--- config.mk ---
export PLATFORM = sky130hd
export DESIGN_NAME = bp_cce_alu_wb
export DESIGN_NICKNAME = d
export VERILOG_FILES = /design/src/rtl/bp_cce_alu_wb.sv
export SDC_FILE = /design/constraint.sdc
export NUM_CORES = 1
export LEC_CHECK = 0
export ABC_AREA = 1
export CORE_MARGIN = 2
export CORE_UTILIZATION = 45
export DETAILED_ROUTE_END_ITERATION = 10
export PLACE_DENSITY = 0.65
export SYNTH_ARGS = -nofsm -noshare
export SYNTH_HDL_FRONTEND = slang
export SYNTH_SLANG_ARGS = --single-unit
--- constraint.sdc ---
create_clock -name clk_i -period 6.3 [get_ports clk_i]
set_input_delay 1.26 -clock clk_i [delete_from_list [all_inputs] [get_ports clk_i]]
set_output_delay 1.26 -clock clk_i [all_outputs]
set_load 0.01 [all_outputs]
--- src/rtl/bp_cce_alu_wb.sv ---
// CCE ALU writeback stage: a one-entry result register in front of a small GPR
// file. Operand reads bypass the pending result so that a dependent instruction
// sees the value before it is committed to the array.
module bp_cce_alu_wb #(
    parameter  int width_p       = 16,
    parameter  int gpr_els_p     = 8,
    localparam int lg_gpr_els_lp = $clog2(gpr_els_p)
) (
    input  logic                     clk_i,
    input  logic                     reset_i,

    input  logic [lg_gpr_els_lp-1:0] src_a_sel_i,
    input  logic [lg_gpr_els_lp-1:0] src_b_sel_i,
    output logic [width_p-1:0]       opd_a_o,
    output logic [width_p-1:0]       opd_b_o,

    input  logic                     res_v_i,
    input  logic [width_p-1:0]       res_i,
    input  logic [lg_gpr_els_lp-1:0] dst_sel_i,
    output logic                     res_ready_and_o,

    input  logic                     stall_i,
    output logic                     wb_v_o,
    output logic                     zero_o
);

    logic                     wb_v_q,    wb_v_d;
    logic [width_p-1:0]       wb_data_q, wb_data_d;
    logic [lg_gpr_els_lp-1:0] wb_dst_q,  wb_dst_d;
    logic                     zero_q,    zero_d;
    logic [width_p-1:0]       gpr_q [gpr_els_p];
    logic [width_p-1:0]       gpr_d [gpr_els_p];

    logic accept;
    logic commit;

    // The slot frees up whenever its occupant is allowed to commit, so a new
    // result can enter in the same cycle the old one leaves.
    assign res_ready_and_o = ~wb_v_q | ~stall_i;
    assign accept          = res_v_i & res_ready_and_o;
    assign commit          = wb_v_q & ~stall_i;

    assign wb_v_o = wb_v_q;
    assign zero_o = zero_q;

    // Operand read with bypass of the pending (not yet committed) result.
    always_comb begin
        opd_a_o = gpr_q[src_a_sel_i];
        opd_b_o = gpr_q[src_b_sel_i];
        if (wb_v_q && (src_a_sel_i == wb_dst_q)) opd_a_o = wb_data_q;
        if (wb_v_q && (src_b_sel_i == wb_dst_q)) opd_b_o = wb_data_q;
    end

    // Next state: commit the pending result first, then let an accepted
    // result overwrite the slot so back-to-back results keep wb_v set.
    always_comb begin
        wb_v_d    = wb_v_q;
        wb_data_d = wb_data_q;
        wb_dst_d  = wb_dst_q;
        zero_d    = zero_q;
        gpr_d     = gpr_q;
        if (commit) begin
            gpr_d[wb_dst_q] = wb_data_q;
            zero_d          = (wb_data_q == '0);
            wb_v_d          = 1'b0;
        end
        if (accept) begin
            wb_v_d    = 1'b1;
            wb_data_d = res_i;
            wb_dst_d  = dst_sel_i;
        end
    end

    // State registers; reset drops any pending result without committing it.
    always_ff @(posedge clk_i or posedge reset_i) begin
        if (reset_i) begin
            wb_v_q    <= 1'b0;
            wb_data_q <= '0;
            wb_dst_q  <= '0;
            zero_q    <= 1'b0;
            for (int i = 0; i < gpr_els_p; i++) gpr_q[i] <= '0;
        end else begin
            wb_v_q    <= wb_v_d;
            wb_data_q <= wb_data_d;
            wb_dst_q  <= wb_dst_d;
            zero_q    <= zero_d;
            gpr_q     <= gpr_d;
        end
    end

endmodule

==> impl_metrics.tcl, run 1 <==
set metrics [dict create \
    slew_violations 0 \
    critPathRequiredTime_ps 5040 \
    placed_cells_incl_taps 1511 \
    die_h_um 142 \
    timing.critical_path.to_type "output port" \
    synth-seq-cells 149 \
    portBuffers 63 \
    power.share.switching_pct 36.3 \
    global_route.overflow_total 0 \
    fillers 1859 \
    area_growth_syn_to_layout_pct 15.8 \
    place.gp.congestion 0.863 \
    cts.reportedPaths.clkPinSlew_ps 60 \
    fin_ws_ps 880 \
    synth_async_sr_flop_share_pct 100 \
    fp.coreArea_sq_um 18600 \
    synth_enable_flop_cells 0 \
    worst_slew_margin_rel_pct 16.5 \
    grt_use_total_pct 29.9 \
    ys_seq_area_share_pct 43.7 \
    drt.antenna.violating_nets 0 \
    syn-mean-instance-area_sq_um 6.70 \
    max_freq_mhz 184 \
    slowest_delay_ps 520 \
    numCtsBuffers 17 \
    worst_clock_skew_ps 9.64 \
    layout-drive-gt1-share_pct 5.43 \
    avgRoutedWirePerCell_um 18.5 \
    path_type_of_the_worst_setup_path "in -> out" \
    cp_cell_sequence "clkdlybuf4s50_1 > buf_4 > nand2_1 > nand2_1 > nor2_1 > nand2_2 > clkinv_2 > nand2_1 > nand2_1 > clkdlybuf4s50_1" \
    hold_start "gpr_q[11]$_DFFE_PP0P_" \
    netlist_instances 1275 \
    core.rowCount 50 \
    hold_viol 0 \
    die_area_sq_um 20100 \
    clock_path_buffers 2 \
    postCtsSetupRepairBufs 0 \
    pwr-share-seq_pct 39.4 \
    final.period_utilization_pct 86.0 \
    worstPathBufferInverterCount 4 \
    post_drt_via_cell_ratio 5.54 \
    critical_path.max_fanout 34 \
    cellLeakagePower_nw 5.09 \
    placement.cell_area_sq_um 9270 \
    rsz0062_at_grt "no" \
    critical_path.startpoint_type "input pin" \
    initial_core_util_pct 45.8 \
    via_count_of_the_first_global_routing_pass 8204 \
    min_period_ps 5420 \
    residual_drc_count 0 \
    fin_setup_tns_ps 0 \
    die_w_um 142 \
    drt_pre_antenna_iters 6 \
    clkSinkCount 149 \
    outcome "finished, final reports clean" \
    hp-class "reg -> reg" \
    post_synth_instance_area_sq_um 8540 \
    via_count 8541 \
    antenna_found_initial 0 \
    layout.nets 1325 \
    finalPower_mw 4.07 \
    detail_route.iter0.violations 1055 \
    peakVddDrop_mv 0.186 \
    clock_tree_from_tritoncts "done" \
    critical_path.reg2reg.startpoint "wb_dst_q[2]$_DFFE_PP0P_" \
    stdcell_count 1542 \
    dp_slack_ps 965 \
    grt_pass1_wl_um 46000 \
    final_core_utilization_pct 53.1 \
    cts_root_buf "sky130_fd_sc_hd__clkbuf_16" \
    finalInstanceArea_sq_um 9890 \
    worst_hold_slack_ps 483 \
    combPwrFrac_pct 33.6 \
    critical-path-top-cell-by-count "sky130_fd_sc_hd__nand2_1" \
    maximum_capacitance_violations 0 \
    grt_start_max_net_pins 65 \
    synth-main-ff-cell "sky130_fd_sc_hd__dfrtp_1" \
    cts_resized 0 \
    ys.warnings.count 0 \
    tightestPinTransition_ps 1250 \
    postRouteWirelength_um 28600 \
    synth.distinct_cells 19 \
    power_per_cell_area_nw_per_um2 411 \
    post-dp-hpwl_um 17800 \
    crit_slowest_cell "sky130_fd_sc_hd__clkdlybuf4s50_1" \
    syn_nets 1304 \
    io-pin-count 64 \
    clockPowerShare_pct 26.9 \
    setup_viol_count_final 0 \
    insertion_delay_ps 430 \
    cts_hold_buf 0 \
    cp-startpoint "src_b_sel_i[1]" \
    htree_num_levels 4 \
    internal_power_mw 2.59 \
    total_switching_power_mw 1.48 \
    num_antenna_cells 0 \
    timing.critical_path.arrival_ps 4160 \
    worst_path_dominant_cell_family "buffers and inverters" \
]
==> state kept, by name (all words and copies together), names as in the netlist <==
| register | cells |
|---|---|
| gpr_q | 128 |
| zero_o | 1 |
| wb_v_o | 1 |
| wb_data_q | 16 |
| wb_dst_q | 3 |
==> power by group through the flow <==
stage	Sequential [mW]	Combinational, mW	Clock [mW]
floorplan	1.55	0.984	0
global placement	1.61	1.33	0
detailed placement	1.62	1.36	0
CTS	1.60	1.36	1.10
global route	1.66	1.58	1.14
finish	1.60	1.37	1.10
==> final timing paths <==
path | to | slack (ps) | cells past startpoint
setup / recovery | opd_b_o[11] | 880 | 10
hold / removal | gpr_q[11]$_DFFE_PP0P_ | 480 | 2
setup reg to reg | gpr_q[41]$_DFFE_PP0P_ | 4100 | 3
hold reg to reg | gpr_q[11]$_DFFE_PP0P_ | 480 | 2
max in group asynchronous | gpr_q[88]$_DFFE_PP0P_ | 3890 | 3
min in group asynchronous | wb_data_q[3]$_DFFE_PP0P_ | 1270 | 2
==> logic make-up after synthesis <==
logic type | Yosys count | share of synthesized area, %
buf+inv | 237 | 11.3
simple gates | 742 | 36.5
flops | 149 | 43.7
compound gates | 147 | 8.62
==> cells in the mapped netlist, types with 4 or more instances <==
master | n | area [sq um]
sky130_fd_sc_hd__o21ai_0 | 115 | 576
sky130_fd_sc_hd__nand2_1 | 476 | 1790
sky130_fd_sc_hd__a21oi_1 | 19 | 95.1
sky130_fd_sc_hd__nand4_1 | 4 | 25.0
sky130_fd_sc_hd__nor2_1 | 28 | 105
sky130_fd_sc_hd__o21ai_1 | 13 | 65.1
sky130_fd_sc_hd__buf_2 | 44 | 220
sky130_fd_sc_hd__nand3_1 | 227 | 1140
sky130_fd_sc_hd__buf_1 | 6 | 22.5
sky130_fd_sc_hd__inv_2 | 6 | 22.5
sky130_fd_sc_hd__dfrtp_1 | 149 | 3730
sky130_fd_sc_hd__clkbuf_1 | 29 | 109
sky130_fd_sc_hd__inv_1 | 148 | 556
==> worst reg2reg max path, stage by stage, from the launching register on <==
cell and delay [ps]:
sky130_fd_sc_hd__dfrtp_1 530, sky130_fd_sc_hd__inv_1 230, sky130_fd_sc_hd__nor3_4 1030, sky130_fd_sc_hd__o21ai_0 220
==> metal layers <==
layer | share of wire, % | wire length (um) | global-route usage [%]
met3 | 9.7 | 2780 | 6.14
met1 | 44 | 12500 | 42.4
met4 | 2.4 | 682 | 8.95
met5 | 0 | 0 | 0
met2 | 44 | 12600 | 46.4
==> placed cells by master, fill, tap and decap left out, drive strengths merged <==
master / instances
nand3: 227
nor3: 3
clkdlybuf4s50: 61
nor2: 30
nand2: 478
buf: 22
a21oi: 19
clkinv: 7
inv: 154
o21ai: 128
clkinvlp: 1
bufinv: 4
nand4: 4
clkbuf: 21
dfrtp: 149
==> layout make-up <==
cell class                      instances  area [sq um]  area share [%]
Clock buffer                           21           470            4.76
Timing Repair Buffer                   83           783            7.92
Clock inverter                         10           153            1.54
Inverter                              156           593            6.00
Multi-Input combinational cell        889          3870            39.1
Tap cell                              234           293            2.96
Sequential cell                       149          3730            37.7
No activity file was read; power rests on OpenSTA's default activity.
==> run 2: changes to the inputs <==
CORE_UTILIZATION = 50   (was 45)
PLACE_DENSITY = 0.71   (was 0.65)
RECOVER_POWER = 100   (was not set)
==> run 2 against run 1 <==
The run now ends with capacitance limit, slew limit left. Power is 2.4% lower. Clock power is 9% lower. Sequential cell count stayed put.
==> impl_metrics.tcl, run 2 (same netlist as run 1, synthesis figures left out) <==
set metrics [dict create \
    die_area_sq_um 18100 \
    postCtsSetupRepairBufs 0 \
    critical_path.reg2reg.startpoint "wb_v_o$_DFFE_PP0P_" \
    total_switching_power_mw 1.50 \
    residual_drc_count 0 \
    worstReg2RegEnd "gpr_q[42]$_DFFE_PP0P_" \
    wl_met2_um 12000 \
    cp-endpoint "opd_a_o[3]" \
    critical_path.startpoint_type "input pin" \
    worst_hold_slack_ps 482 \
    maximum_capacitance_violations 7 \
    slew_violations 239 \
    initial_core_util_pct 51.3 \
    path_type_of_the_worst_setup_path "in -> out" \
    fin_ws_ps 608 \
    avgRoutedWirePerCell_um 18.1 \
    hold_viol 0 \
    timing.critical_path.to_type "output port" \
    place.gp.congestion 0.883 \
    pwr-share-seq_pct 40.7 \
    clock_tree_from_tritoncts "done" \
    grt_use_total_pct 31.9 \
    routed_length_on_met1_um 11700 \
    post_drt_via_cell_ratio 5.62 \
    via_count_of_the_first_global_routing_pass 7929 \
    portBuffers 63 \
    regMostFlops "gpr_q" \
    outcome "finished with violations" \
    cts.reportedPaths.clkPinSlew_ps 60 \
    area_growth_syn_to_layout_pct 14.1 \
    post-dp-hpwl_um 17200 \
    fp.coreArea_sq_um 16600 \
    failed_checks "capacitance limit, slew limit" \
    grt_start_max_net_pins 110 \
    setup_viol_count_final 0 \
    cts_hold_buf 0 \
    insertion_delay_ps 430 \
    min_path_cells 2 \
    detail_route.iter0.violations 1253 \
    fin_setup_tns_ps 0 \
    drt.antenna.violating_nets 0 \
    cellLeakagePower_nw 5.02 \
    final.period_utilization_pct 90.3 \
    layout.nets 1326 \
    critical_path.max_fanout 17 \
    max_freq_mhz 176 \
    fillers 1588 \
    die_w_um 135 \
    drt_pre_antenna_iters 5 \
    largest_register_ffs 128 \
    met3_length_um 3100 \
    cts_root_buf "sky130_fd_sc_hd__clkbuf_16" \
    largestRegisters "gpr_q x128, wb_data_q x16, wb_dst_q x3" \
    min_period_ps 5690 \
    die_h_um 135 \
    num_antenna_cells 0 \
    power_per_cell_area_nw_per_um2 407 \
    reg2reg_slack_ps 2290 \
    cts_resized 0 \
    mostFrequentLayoutCell "sky130_fd_sc_hd__nand2_1" \
    via_count 8595 \
    power.share.switching_pct 37.8 \
    numCtsBuffers 17 \
    combPwrFrac_pct 34.2 \
    worst_slew_margin_rel_pct -137 \
    internal_power_mw 2.47 \
    reg2reg_depth 5 \
    grt_pass1_wl_um 44300 \
    critPathRequiredTime_ps 5040 \
    htree_num_levels 4 \
    peakVddDrop_mv 0.237 \
    clkSinkCount 149 \
    rsz0062_at_grt "no" \
    postRouteWirelength_um 27600 \
    cp-startpoint "src_a_sel_i[2]" \
    hp-class "reg -> reg" \
    antenna_found_initial 0 \
    most-common-layout-cells "sky130_fd_sc_hd__nand2_1, sky130_fd_sc_hd__nand3_1, sky130_fd_sc_hd__dfrtp_1" \
    finalInstanceArea_sq_um 9750 \
    clock_path_buffers 2 \
    worst_clock_skew_ps 5.77 \
    routed.top_layer "met4" \
    timing.critical_path.arrival_ps 4430 \
    global_route.overflow_total 0 \
    clockPowerShare_pct 25.1 \
    layout-drive-gt1-share_pct 4.27 \
    tightestPinTransition_ps 3530 \
    dp_slack_ps 1160 \
    core.rowCount 47 \
    placement.cell_area_sq_um 9240 \
    io-pin-count 64 \
]
==> run 2: cell count changes in the layout (fill, tap and decap cells not counted), sizes merged <==
cell | previous run | this run
buf | 22 | 15
bufinv | 4 | 2
clkbuf | 21 | 28
clkdlybuf4s50 | 61 | 43
clkinv | 7 | 6
clkinvlp | 1 | 5
dlygate4sd3 | 0 | 18
inv | 154 | 155
==> run 2: area by class of cell <==
| type | count | area, sq um | area share (%) |
|---|---|---|---|
| Multi-Input combinational cell | 889 | 3830 | 39.3 |
| Sequential cell | 149 | 3730 | 38.3 |
| Timing Repair Buffer | 84 | 748 | 7.68 |
| Inverter | 156 | 593 | 6.09 |
| Clock buffer | 20 | 437 | 4.48 |
| Tap cell | 220 | 275 | 2.82 |
| Clock inverter | 12 | 131 | 1.35 |
==> run 2: critical path: stages <==
cell and delay, ps:
sky130_fd_sc_hd__clkdlybuf4s50_1 800, sky130_fd_sc_hd__nand2_1 100, sky130_fd_sc_hd__nand2_1 80, sky130_fd_sc_hd__nor2_1 40, sky130_fd_sc_hd__nand2_1 710, sky130_fd_sc_hd__clkinv_2 630
sky130_fd_sc_hd__nand2_1 170, sky130_fd_sc_hd__nand2_1 70, sky130_fd_sc_hd__clkdlybuf4s50_1 550
==> run 2: stage by stage <==
| step | cells | utilization (%) | total power, mW |
|---|---|---|---|
| 6_report | 1530 | 58.6 | 3.97 |
| 5_1_grt | 1530 | 58.6 | 4.28 |
| 4_1_cts | 1530 | 58.9 | 3.98 |
| 3_5_place_dp | 1498 | 55.5 | 2.98 |
| 3_3_place_gp | 1498 | 55.5 | 2.94 |
| 2_1_floorplan | 1275 | - | 2.54 |
==> run 2: how the worst min path moves through the flow <==
stage                             end                   start
2_1_floorplan    gpr_q[0]$_DFFE_PP0P_    gpr_q[0]$_DFFE_PP0P_
3_3_place_gp    gpr_q[28]$_DFFE_PP0P_   gpr_q[28]$_DFFE_PP0P_
3_5_place_dp   gpr_q[110]$_DFFE_PP0P_  gpr_q[110]$_DFFE_PP0P_
4_1_cts          gpr_q[4]$_DFFE_PP0P_    gpr_q[4]$_DFFE_PP0P_
5_1_grt        gpr_q[104]$_DFFE_PP0P_  gpr_q[104]$_DFFE_PP0P_
6_report        gpr_q[20]$_DFFE_PP0P_   gpr_q[20]$_DFFE_PP0P_
==> run 2: per-layer routing <==
metal | track usage [%] | vias up
met5 | 0 | -
met4 | 9.88 | 0
met3 | 8.37 | 76
met2 | 47.1 | 513
met1 | 46.1 | 3960
li1 | - | 4046
==> run 2: power by group through the flow <==
stage | Combinational, mW | Clock, mW | Sequential (mW)
2_1_floorplan | 0.984 | 0 | 1.55
3_3_place_gp | 1.33 | 0 | 1.61
3_5_place_dp | 1.36 | 0 | 1.62
4_1_cts | 1.37 | 1.00 | 1.61
5_1_grt | 1.57 | 1.04 | 1.67
6_report | 1.36 | 0.997 | 1.61
==> run 3: changes to the inputs <==
TNS_END_PERCENT = 1   (was not set)
==> results of run 3 <==
Final layout, timing and power as in run 2 (identical DEF).
